[config.mk]
export PLATFORM = sky130hd
export DESIGN_NAME = pwm_gen_multi
export DESIGN_NICKNAME = d
export VERILOG_FILES = /design/src/rtl/pwm_pkg.sv /design/src/rtl/pwm_prescaler.sv /design/src/rtl/pwm_gen_multi.sv
export SDC_FILE = /design/constraint.sdc
export NUM_CORES = 1
export LEC_CHECK = 0
export ABC_CLOCK_PERIOD_IN_PS = 9510
export CAP_MARGIN = 20
export CORE_ASPECT_RATIO = 1.75
export CORE_MARGIN = 3
export CORE_UTILIZATION = 47
export DETAILED_ROUTE_END_ITERATION = 7
export PLACE_DENSITY = 0.73
export SETUP_SLACK_MARGIN = 0.5
export SKIP_LAST_GASP = 1
export SYNTH_ARGS = -nofsm -noshare
export SYNTH_HDL_FRONTEND = slang
export SYNTH_HIERARCHICAL = 1
export SYNTH_SLANG_ARGS = --single-unit
[constraint.sdc]
create_clock -name i_clk -period 9.51 [get_ports i_clk]
set_clock_uncertainty 0.05 [all_clocks]
set_input_delay 1.902 -clock i_clk [delete_from_list [all_inputs] [get_ports i_clk]]
set_output_delay 1.902 -clock i_clk [all_outputs]
set_load 0.005 [all_outputs]
[src/rtl/pwm_pkg.sv]
// Purpose : shared constants and types for the multi-channel PWM generator.
// Latency : n/a (declarations only).
// Backpressure: n/a.
package pwm_pkg;

    localparam int CH_NUM_DEF  = 4;
    localparam int CNT_W_DEF   = 8;
    localparam int PRESC_W_DEF = 8;

    // Counting mode, latched at each period boundary from i_center.
    localparam logic MODE_EDGE   = 1'b0;
    localparam logic MODE_CENTER = 1'b1;

    // Counter direction; only centre mode ever counts down.
    typedef enum logic {
        DIR_UP   = 1'b0,
        DIR_DOWN = 1'b1
    } dir_e;

endpackage

[src/rtl/pwm_prescaler.sv]
// Purpose : tick-enable generator, one tick every i_presc+1 clocks while enabled.
// Latency : combinational tick from the registered divider count.
// Backpressure: none; free-running while i_enable is high, held at 0 when low.
//
// Ports:
//   i_clk, i_reset  clock, asynchronous active-high reset
//   i_enable        run; low holds the divider at 0 so the first enabled clock
//                   starts a fresh count
//   i_presc         divide value (tick every i_presc+1 clocks)
//   o_tick          single-clock enable pulse
module pwm_prescaler
    import pwm_pkg::*;
#(
    parameter int PRESC_W = PRESC_W_DEF
) (
    input  logic               i_clk,
    input  logic               i_reset,
    input  logic               i_enable,
    input  logic [PRESC_W-1:0] i_presc,
    output logic               o_tick
);

    logic [PRESC_W-1:0] r_presc_cnt;
    logic               w_wrap;

    // '>=' rather than '==' so a live decrease of i_presc below the current
    // count wraps immediately instead of running all the way round.
    assign w_wrap = (r_presc_cnt >= i_presc);
    assign o_tick = i_enable && w_wrap;

    always_ff @(posedge i_clk or posedge i_reset) begin
        if (i_reset) begin
            r_presc_cnt <= '0;
        end else if (!i_enable || w_wrap) begin
            r_presc_cnt <= '0;
        end else begin
            r_presc_cnt <= r_presc_cnt + 1'b1;
        end
    end

endmodule

[src/rtl/pwm_gen_multi.sv]
// Purpose : multi-channel PWM, shared prescaler/period counter, per-channel
//           double-buffered compare and polarity, edge- or centre-aligned.
// Latency : o_pwm and o_period_end are registered, one clock after o_cnt.
// Backpressure: none; outputs free-run, i_load is a single-cycle strobe.
//
// Ports:
//   i_clk, i_reset  clock, asynchronous active-high reset
//   i_enable        run counter; low = idle (outputs at inactive level)
//   i_presc         tick every i_presc+1 clocks
//   i_top           period top value (taken at period boundaries)
//   i_center        0 = edge-aligned, 1 = centre-aligned (taken at boundaries)
//   i_pol           per-channel output inversion
//   i_ocr           compare values, channel n = [n*CNT_W +: CNT_W]
//   i_load          strobe: capture i_ocr into the shadow registers
//   o_pwm           PWM outputs
//   o_period_end    one-clock pulse after each period boundary
//   o_cnt           current counter value
module pwm_gen_multi
    import pwm_pkg::*;
#(
    parameter int CH_NUM  = CH_NUM_DEF,
    parameter int CNT_W   = CNT_W_DEF,
    parameter int PRESC_W = PRESC_W_DEF
) (
    input  logic                    i_clk,
    input  logic                    i_reset,
    input  logic                    i_enable,
    input  logic [PRESC_W-1:0]      i_presc,
    input  logic [CNT_W-1:0]        i_top,
    input  logic                    i_center,
    input  logic [CH_NUM-1:0]       i_pol,
    input  logic [CH_NUM*CNT_W-1:0] i_ocr,
    input  logic                    i_load,
    output logic [CH_NUM-1:0]       o_pwm,
    output logic                    o_period_end,
    output logic [CNT_W-1:0]        o_cnt
);

    logic             w_tick;
    logic [CNT_W-1:0] r_cnt;
    logic [CNT_W-1:0] w_cnt_nxt;
    dir_e             r_dir;
    dir_e             w_dir_nxt;
    logic [CNT_W-1:0] r_act_top;
    logic             r_act_mode;
    logic             r_pending;
    logic             r_period_end;
    logic             w_boundary;

    pwm_prescaler #(
        .PRESC_W (PRESC_W)
    ) u_prescaler (
        .i_clk    (i_clk),
        .i_reset  (i_reset),
        .i_enable (i_enable),
        .i_presc  (i_presc),
        .o_tick   (w_tick)
    );

    // Next counter value, applied only on a tick. All comparisons use the
    // latched top so a mid-period i_top change cannot shorten the period.
    always_comb begin
        w_cnt_nxt = r_cnt;
        w_dir_nxt = r_dir;
        if (r_act_mode == MODE_EDGE) begin
            w_dir_nxt = DIR_UP;
            w_cnt_nxt = (r_cnt >= r_act_top) ? '0 : r_cnt + 1'b1;
        end else if (r_act_top == '0) begin
            w_dir_nxt = DIR_UP;
            w_cnt_nxt = '0;
        end else if ((r_dir == DIR_UP) && (r_cnt < r_act_top)) begin
            w_cnt_nxt = r_cnt + 1'b1;
        end else begin
            // At top, or already descending. Reaching 0 turns back up, so 0
            // and top are each visited once per 2*top-tick period.
            w_cnt_nxt = r_cnt - 1'b1;
            w_dir_nxt = (r_cnt == CNT_W'(1)) ? DIR_UP : DIR_DOWN;
        end
    end

    // A period ends on the tick that lands on 0 from a nonzero value, or on
    // every tick when the counter is parked at 0 by top == 0.
    assign w_boundary = w_tick && (w_cnt_nxt == '0) &&
                        ((r_cnt != '0) || (r_act_top == '0));

    always_ff @(posedge i_clk or posedge i_reset) begin
        if (i_reset) begin
            r_cnt        <= '0;
            r_dir        <= DIR_UP;
            r_act_top    <= '0;
            r_act_mode   <= MODE_EDGE;
            r_pending    <= 1'b0;
            r_period_end <= 1'b0;
        end else if (!i_enable) begin
            // Idle: track the inputs so the first tick after enable starts a
            // clean period with the latest configuration.
            r_cnt        <= '0;
            r_dir        <= DIR_UP;
            r_act_top    <= i_top;
            r_act_mode   <= i_center;
            r_pending    <= 1'b0;
            r_period_end <= 1'b0;
        end else begin
            r_period_end <= w_boundary;
            if (w_tick) begin
                r_cnt <= w_cnt_nxt;
                r_dir <= w_dir_nxt;
            end
            if (w_boundary) begin
                r_act_top  <= i_top;
                r_act_mode <= i_center;
                r_pending  <= 1'b0;
            end else if (i_load) begin
                r_pending  <= 1'b1;
            end
        end
    end

    for (genvar n = 0; n < CH_NUM; n++) begin : g_ch
        logic [CNT_W-1:0] w_ocr_in;
        logic [CNT_W-1:0] r_shadow;
        logic [CNT_W-1:0] r_act_ocr;
        logic             r_pwm;

        assign w_ocr_in = i_ocr[n*CNT_W +: CNT_W];

        always_ff @(posedge i_clk or posedge i_reset) begin
            if (i_reset) begin
                r_shadow  <= '0;
                r_act_ocr <= '0;
                r_pwm     <= 1'b0;
            end else begin
                if (i_load) begin
                    r_shadow <= w_ocr_in;
                end
                if (!i_enable) begin
                    r_act_ocr <= i_load ? w_ocr_in : r_shadow;
                    r_pwm     <= i_pol[n];
                end else begin
                    // A load on the boundary itself bypasses the shadow so it
                    // governs the period that starts here.
                    if (w_boundary) begin
                        if (i_load) begin
                            r_act_ocr <= w_ocr_in;
                        end else if (r_pending) begin
                            r_act_ocr <= r_shadow;
                        end
                    end
                    r_pwm <= (r_cnt < r_act_ocr) ^ i_pol[n];
                end
            end
        end

        assign o_pwm[n] = r_pwm;
    end

    assign o_period_end = r_period_end;
    assign o_cnt        = r_cnt;

endmodule

==> results by group, run 1 <==
Clock network
  – Clk pin slew, worst setup/hold paths: 60 ps
  – Post-CTS Setup Inserts: 0
  – Post-CTS Hold Fix Bufs: 0
  – CTS buffer count: 9
  – H-tree depth: 3
  – Clk sinks: 96
  – CTS Buffer Depth: 2
  – Post_cts resized: 0
  – Clk_lat worst skew: 340 ps
  – CTS root buf: clkbuf_16
  – CTS tree: yes

Floorplanning
  – Die H: 151 um
  – Die Wd: 88.8 um
  – Starting Density: 48.4%
  – Full die area: 0.0134 mm2
  – CORE AREA: 0.0116 mm2
  – Rows: 52
  – IO Count: 70

Worst setup path
  – Most common cell on crit path: inv_1
  – Top delay family on crit path: buffers and inverters
  – Critical Path RT: 9690 ps
  – Crit path buf inv count: 4
  – Nature of the critical path endpoint: register
  – Slowest-stage cell, CP: buf_4
  – CP max FO: 32
  – WP data arrival: 5180 ps
  – Startpoint types: input pin
  – CP Cell Sequence: clkdlybuf4s50_1, inv_1, ha_1, or3_1, a21oi_1, o31ai_1, and2_1, inv_1, a2111oi_4, a41oi_4, buf_4, mux2_2
  – CP max stage delay: 500 ps
  – Critical path type: in -> reg
  – Worst reg2reg setup slack: 5550 ps

Synth
  – Top-area cell type share of the netlist area: 42.6%
  – Post-Syn Nets: 606
  – Cell variety after synth: 52
  – Post-synth ARST share: 100%
  – Synth area leader: dfrtp_1
  – Synth area leaders: dfrtp_1, ha_1, mux2_2
  – Synthesized area per cell: 11.3 um2
  – Synthesized cell area: 0.00564 mm2
  – Synth Instances: 500
  – Yosys warns: 6
  – Main synth FF type: dfrtp_1
  – Register bit total from synthesis: 96
  – Post-synth EDFFs: 0
  – Sequential area share after synthesis: 42.6%

Job
  – Max cap viols: 0

Outcome
  – Outcome: finished, final reports clean

Power and ir drop
  – Pwr/cell area: 147 mW/mm2
  – Leak: 3.16 nW
  – Max VDD drop: 0.0904 mV

Route
  – Vias per cell: 5.56
  – Detail Route Antenna Nets: 0
  – DRT iter0 DRCs: 162
  – Vias: 3,906
  – DRT Wirelength: 12.3 mm
  – Avg WL per Cell: 17.5 um
  – Pre-antenna DRT Iters: 5
  – DRC: 0

Timing
  – RSZ-0062 raised after global routing: no
  – Final Setup Violations: 0
  – Max_slew headroom: 44.9%
  – Fmax: 200 MHz
  – Count of pins over their slew limit: 0
  – Fin crit share: 52.7%
  – Fin. Hold Viols: 0
  – Post-route setup TNS: 0 ps
  – Min Tclk post-route: 5010 ps
  – Setup ws final: 4500 ps
  – Worst-margin pin slew: 827 ps

GRT
  – Vias in the first global route: 4,057
  – Global Route Usage Sum: 19.5%
  – Global-route wire length before repair: 20.1 mm
  – Initial antenna violation count: 0
  – Gr ovfl total: 0
  – Largest net degree at the start of global routing: 89

Final layout
  – Final #Nets: 669
  – Layout cells sized above 1: 19.7%
  – Synth-to-Final Area Change: 19.0%
  – ANT cells: 0
  – Final instance area: 0.00670 mm2

Placed design
  – Setup WS pre-CTS: 4150 ps
  – DP Area: 0.00640 mm2
  – I/O Buffers: 69
  – Post-DP HPWL: 9.00 mm
  – Routability cong.: 0.883

Worst hold path
  – Path category of the worst min-delay check: reg -> reg
## logic make-up after synthesis
logic type      Yosys count  share of synthesized area (%)
simple gates             97                           9.61
mux                      75                           16.9
compound gates           90                           11.5
flops                    96                           42.6
fa+ha+maj                49                           10.9
buf+inv                  75                           5.68
xor+xnor                 18                           2.80
## metal layers
layer  part of all wire, %  GRT usage, %  wire [um]  up-vias
met5                     0             0          0        -
met4                   2.8          7.87        344        0
met3                   4.2          3.27        515       23
met2                    53          33.5       6530       98
met1                    40          23.8       4890     1916
li1                      -             -          -     1869
## area by class of cell
| class | instances | area (um2) |
|---|---|---|
| clock buffer | 9 | 225 |
| clock inverter | 7 | 53.8 |
| fill | 1016 | 4940 |
| inverter | 53 | 200 |
| multi-input combinational | 329 | 2910 |
| sequential | 96 | 2400 |
| tap | 135 | 169 |
| timing repair buffer | 74 | 741 |
## state kept, by name (all words and copies together) (netlist names)
name / count
g_ch.r_act_ocr: 32
g_ch.r_pwm: 4
g_ch.r_shadow: 32
o_cnt: 8
o_period_end: 1
r_act_mode: 1
r_act_top: 8
r_dir: 1
r_pending: 1
u_prescaler/r_presc_cnt: 8
## Yosys cell counts (6+ instances only)
| master | instances |
|---|---|
| a21o_1 | 11 |
| ha_1 | 49 |
| a21oi_1 | 27 |
| nand3_1 | 9 |
| xor2_1 | 7 |
| nor2_1 | 23 |
| clkbuf_1 | 14 |
| mux2_4 | 30 |
| mux2_2 | 43 |
| nand2b_1 | 11 |
| nor2b_1 | 6 |
| xnor2_1 | 11 |
| nand2_1 | 8 |
| dfrtp_1 | 96 |
| o21ai_0 | 16 |
| inv_1 | 52 |
| nor3_1 | 10 |
## cell usage in the layout (no fill, tap or decap), types with 5 or more instances in the layout
cell type,synthesis,final
dfrtp_1,96,96
inv_1,52,51
nand2_1,8,8
clkdlybuf4s50_1,0,69
a21o_1,11,11
a211oi_1,5,5
xnor2_1,11,11
or2_2,5,5
mux2_4,30,30
nor2_1,23,23
o21ai_0,16,16
nand2b_1,11,11
nor3_1,10,10
nand4_1,5,5
nand3_1,9,9
ha_1,49,49
mux2_2,43,43
a21oi_1,27,27
xor2_1,7,7
nor2b_1,6,6
clkbuf_16,0,9
## per-stage QoR
step	std cells	hold WS (ps)	utilization [%]	power, mW
6_report	703	449	57.6	0.987
4_1_cts	702	454	57.4	1.00
3_3_place_gp	686	434	55.0	0.646
3_5_place_dp	686	439	55.0	0.655
2_1_floorplan	500	414	-	0.597
5_1_grt	703	465	57.6	1.04
## worst paths after layout
path / from / end / cells past startpoint
hold / removal: g_ch[1].r_shadow[6]$_DFF_PP0_ / g_ch[1].r_shadow[6]$_DFF_PP0_ / 1
max in group asynchronous: i_reset / g_ch[0].r_act_ocr[1]$_DFFE_PP0P_ / 4
setup / recovery: i_presc[2] / g_ch[1].r_act_ocr[7]$_DFFE_PP0P_ / 12
min in group asynchronous: i_reset / u_prescaler/r_presc_cnt[2]$_DFF_PP0_ / 2
setup reg to reg: o_cnt[3]$_DFFE_PP0P_ / g_ch[1].r_act_ocr[7]$_DFFE_PP0P_ / 9
hold reg to reg: g_ch[1].r_shadow[6]$_DFF_PP0_ / g_ch[1].r_shadow[6]$_DFF_PP0_ / 1
## power breakdown
| group | internal (mW) | switching (mW) |
|---|---|---|
| sequential | 0.450 | 0.0225 |
| clock | 0.180 | 0.162 |
| combinational | 0.101 | 0.0721 |
| total | 0.731 | 0.257 |
(Power assumes the default switching activity.)
==> run 2, diff against run 1 <==
ABC_CLOCK_PERIOD_IN_PS = 4300   (was 9510)
PLACE_DENSITY = 0.76   (was 0.73)
clock period = 4.3 ns   (was 9.51 ns; I/O delays follow)
==> run 2 against run 1 <==
  * Die area did not move
  * Wire length rose by 5.4%
  * Design area rose by 1.3%
  * Setup slack got worse by 3900 ps
  * Via count rose by 2.6%
  * Power rose by 120%
  * Largest cell class unchanged
==> results by group, run 2 (synthesis results as in run 1) <==
Outcome
  – Outcome: finished, final reports clean

Floorplanning
  – Rows: 52
  – Starting Density: 48.4%
  – CORE AREA: 0.0116 mm2
  – Full die area: 0.0134 mm2
  – Die Wd: 88.8 um
  – IO Count: 70
  – Die H: 151 um

Final layout
  – Most frequent cells in the layout: dfrtp_1, clkdlybuf4s50_1, inv_1, ha_1, mux2_2
  – Fillcell total: 952
  – ANT cells: 0
  – Commonest non-fill, non-tap cell in the layout: dfrtp_1
  – Sequential cell area: 0.00240 mm2
  – Final #Nets: 679
  – Biggest regs: g_ch.r_act_ocr x32, g_ch.r_shadow x32
  – Layout cells sized above 1: 21.0%
  – Area of the multi-input gates: 0.00291 mm2
  – Synth-to-Final Area Change: 20.5%

Timing
  – Fmax: 272 MHz
  – Min Tclk post-route: 3680 ps
  – WHS: 450 ps
  – Post-route setup TNS: 0 ps
  – Fin. Hold Viols: 0
  – Final Setup Violations: 0
  – Setup ws final: 621 ps
  – Max_slew headroom: 66.0%
  – Worst-margin pin slew: 507 ps
  – Fin crit share: 85.5%
  – RSZ-0062 raised after global routing: no
  – Count of pins over their slew limit: 0

Worst setup path
  – Nature of the critical path endpoint: register
  – CP Cell Sequence: clkdlybuf4s50_1, inv_1, ha_1, or3_1, a21oi_1, o31ai_1, and2_1, inv_1, a2111oi_4, a41oi_4, buf_4, mux2_2
  – Critical Path RT: 4480 ps
  – WP data arrival: 3860 ps
  – Critical path type: in -> reg
  – Worst reg2reg setup slack: 870 ps
  – CP max FO: 15
  – Worst Setup SP: i_presc[2]
  – Most common cell on crit path: inv_1
  – CP max stage delay: 450 ps
  – Startpoint types: input pin
  – Critical R2R Capture: g_ch[3].r_act_ocr[4]$_DFFE_PP0P_
  – Setup crit end: g_ch[1].r_act_ocr[7]$_DFFE_PP0P_
  – Path depth of the worst reg2reg path: 10
  – Slowest-stage cell, CP: clkdlybuf4s50_1
  – Source of the worst register-to-register timing path: r_act_top[7]$_DFFE_PP0P_

Worst hold path
  – Path category of the worst min-delay check: reg -> reg

Job
  – Max cap viols: 0

Route
  – Vias per cell: 5.63
  – Metal3 WL: 484 um
  – Top routing layer in use: met4
  – Avg WL per Cell: 18.2 um
  – Pre-antenna DRT Iters: 4
  – DRT iter0 DRCs: 239
  – DRC: 0
  – Detail Route Antenna Nets: 0
  – Vias: 4,009
  – Detail Route met2 WL: 7.15 mm
  – Wire length on met1: 4.85 mm
  – DRT Wirelength: 12.9 mm

Clock network
  – Clk_lat worst skew: 350 ps
  – Post-CTS Hold Fix Bufs: 0
  – CTS root buf: clkbuf_16
  – CTS Buffer Depth: 2
  – CTS tree: yes
  – Clk pin slew, worst setup/hold paths: 60 ps
  – Clk sinks: 96
  – Post_cts resized: 0
  – CTS buffer count: 9
  – H-tree depth: 3
  – Post-CTS Setup Inserts: 0

Power and ir drop
  – Leak: 3.22 nW
  – Max VDD drop: 0.201 mV
  – Pwr/cell area: 326 mW/mm2

GRT
  – Initial antenna violation count: 0
  – Vias in the first global route: 4,297
  – Gr ovfl total: 0
  – Global Route Usage Sum: 20.5%
  – Largest net degree at the start of global routing: 58
  – Global-route wire length before repair: 20.9 mm

Placed design
  – I/O Buffers: 69
  – Post-DP HPWL: 9.73 mm
  – Routability cong.: 0.942
  – Setup WS pre-CTS: 299 ps
## run 2: cell types whose count changed in the layout (fill, tap and decap cells not counted), sizes merged
cell      delta
buf         +10
clkbuf       +3
clkinvlp     -1
inv          -1
clkinv       -2
## run 2: critical path, delay by kind of cell
family                     cells  cell delay (ps)
AOI/OAI and AO/OA              4              750
adders and majority gates      1              280
and+or+nand+nor                2              550
muxes                          1              380
buffers and inverters          4             1030
## run 2: where the power goes
group	total, mW	switching [mW]	internal (mW)
clock network	0.778	0.339	0.439
registers	1.05	0.0514	0.996
logic	0.389	0.165	0.225
total	2.22	0.555	1.66
## run 2: per-stage QoR
step                total power [mW]  cell area (um2)  cells  utilization [%]
finish                          2.22             6790    712             58.3
global route                    2.32             6790    712             58.3
CTS                             2.23             6770    711             58.1
detailed placement              1.46             6480    696             55.6
global placement                1.43             6480    696             55.6
floorplan                       1.32             5640    500                -
## run 2: worst min path at each step
stage	from	to	slack [ps]	depth (start not counted)
finish	g_ch[1].r_shadow[5]$_DFF_PP0_	g_ch[1].r_shadow[5]$_DFF_PP0_	450	1
global placement	g_ch[0].r_shadow[5]$_DFF_PP0_	g_ch[0].r_shadow[5]$_DFF_PP0_	430	1
CTS	g_ch[0].r_shadow[3]$_DFF_PP0_	g_ch[0].r_shadow[3]$_DFF_PP0_	460	1
global route	g_ch[0].r_shadow[3]$_DFF_PP0_	g_ch[0].r_shadow[3]$_DFF_PP0_	460	1
floorplan	u_prescaler/r_presc_cnt[0]$_DFF_PP0_	u_prescaler/r_presc_cnt[0]$_DFF_PP0_	410	1
detailed placement	g_ch[3].r_shadow[4]$_DFF_PP0_	g_ch[3].r_shadow[4]$_DFF_PP0_	440	1
## run 2: area by class of cell
cell class | count | area share [%]
Timing Repair Buffer | 84 | 12.0
Tap cell | 135 | 2.49
Clock inverter | 3 | 0.368
Clock buffer | 12 | 3.92
Inverter | 53 | 2.95
Sequential cell | 96 | 35.4
Multi-Input combinational cell | 329 | 42.9
## run 2: routing by layer
layer	GRT usage (%)	up-vias
li1	-	1890
met1	22.5	1990
met2	36.9	97
met3	3.70	32
met4	10.3	0
met5	0	-
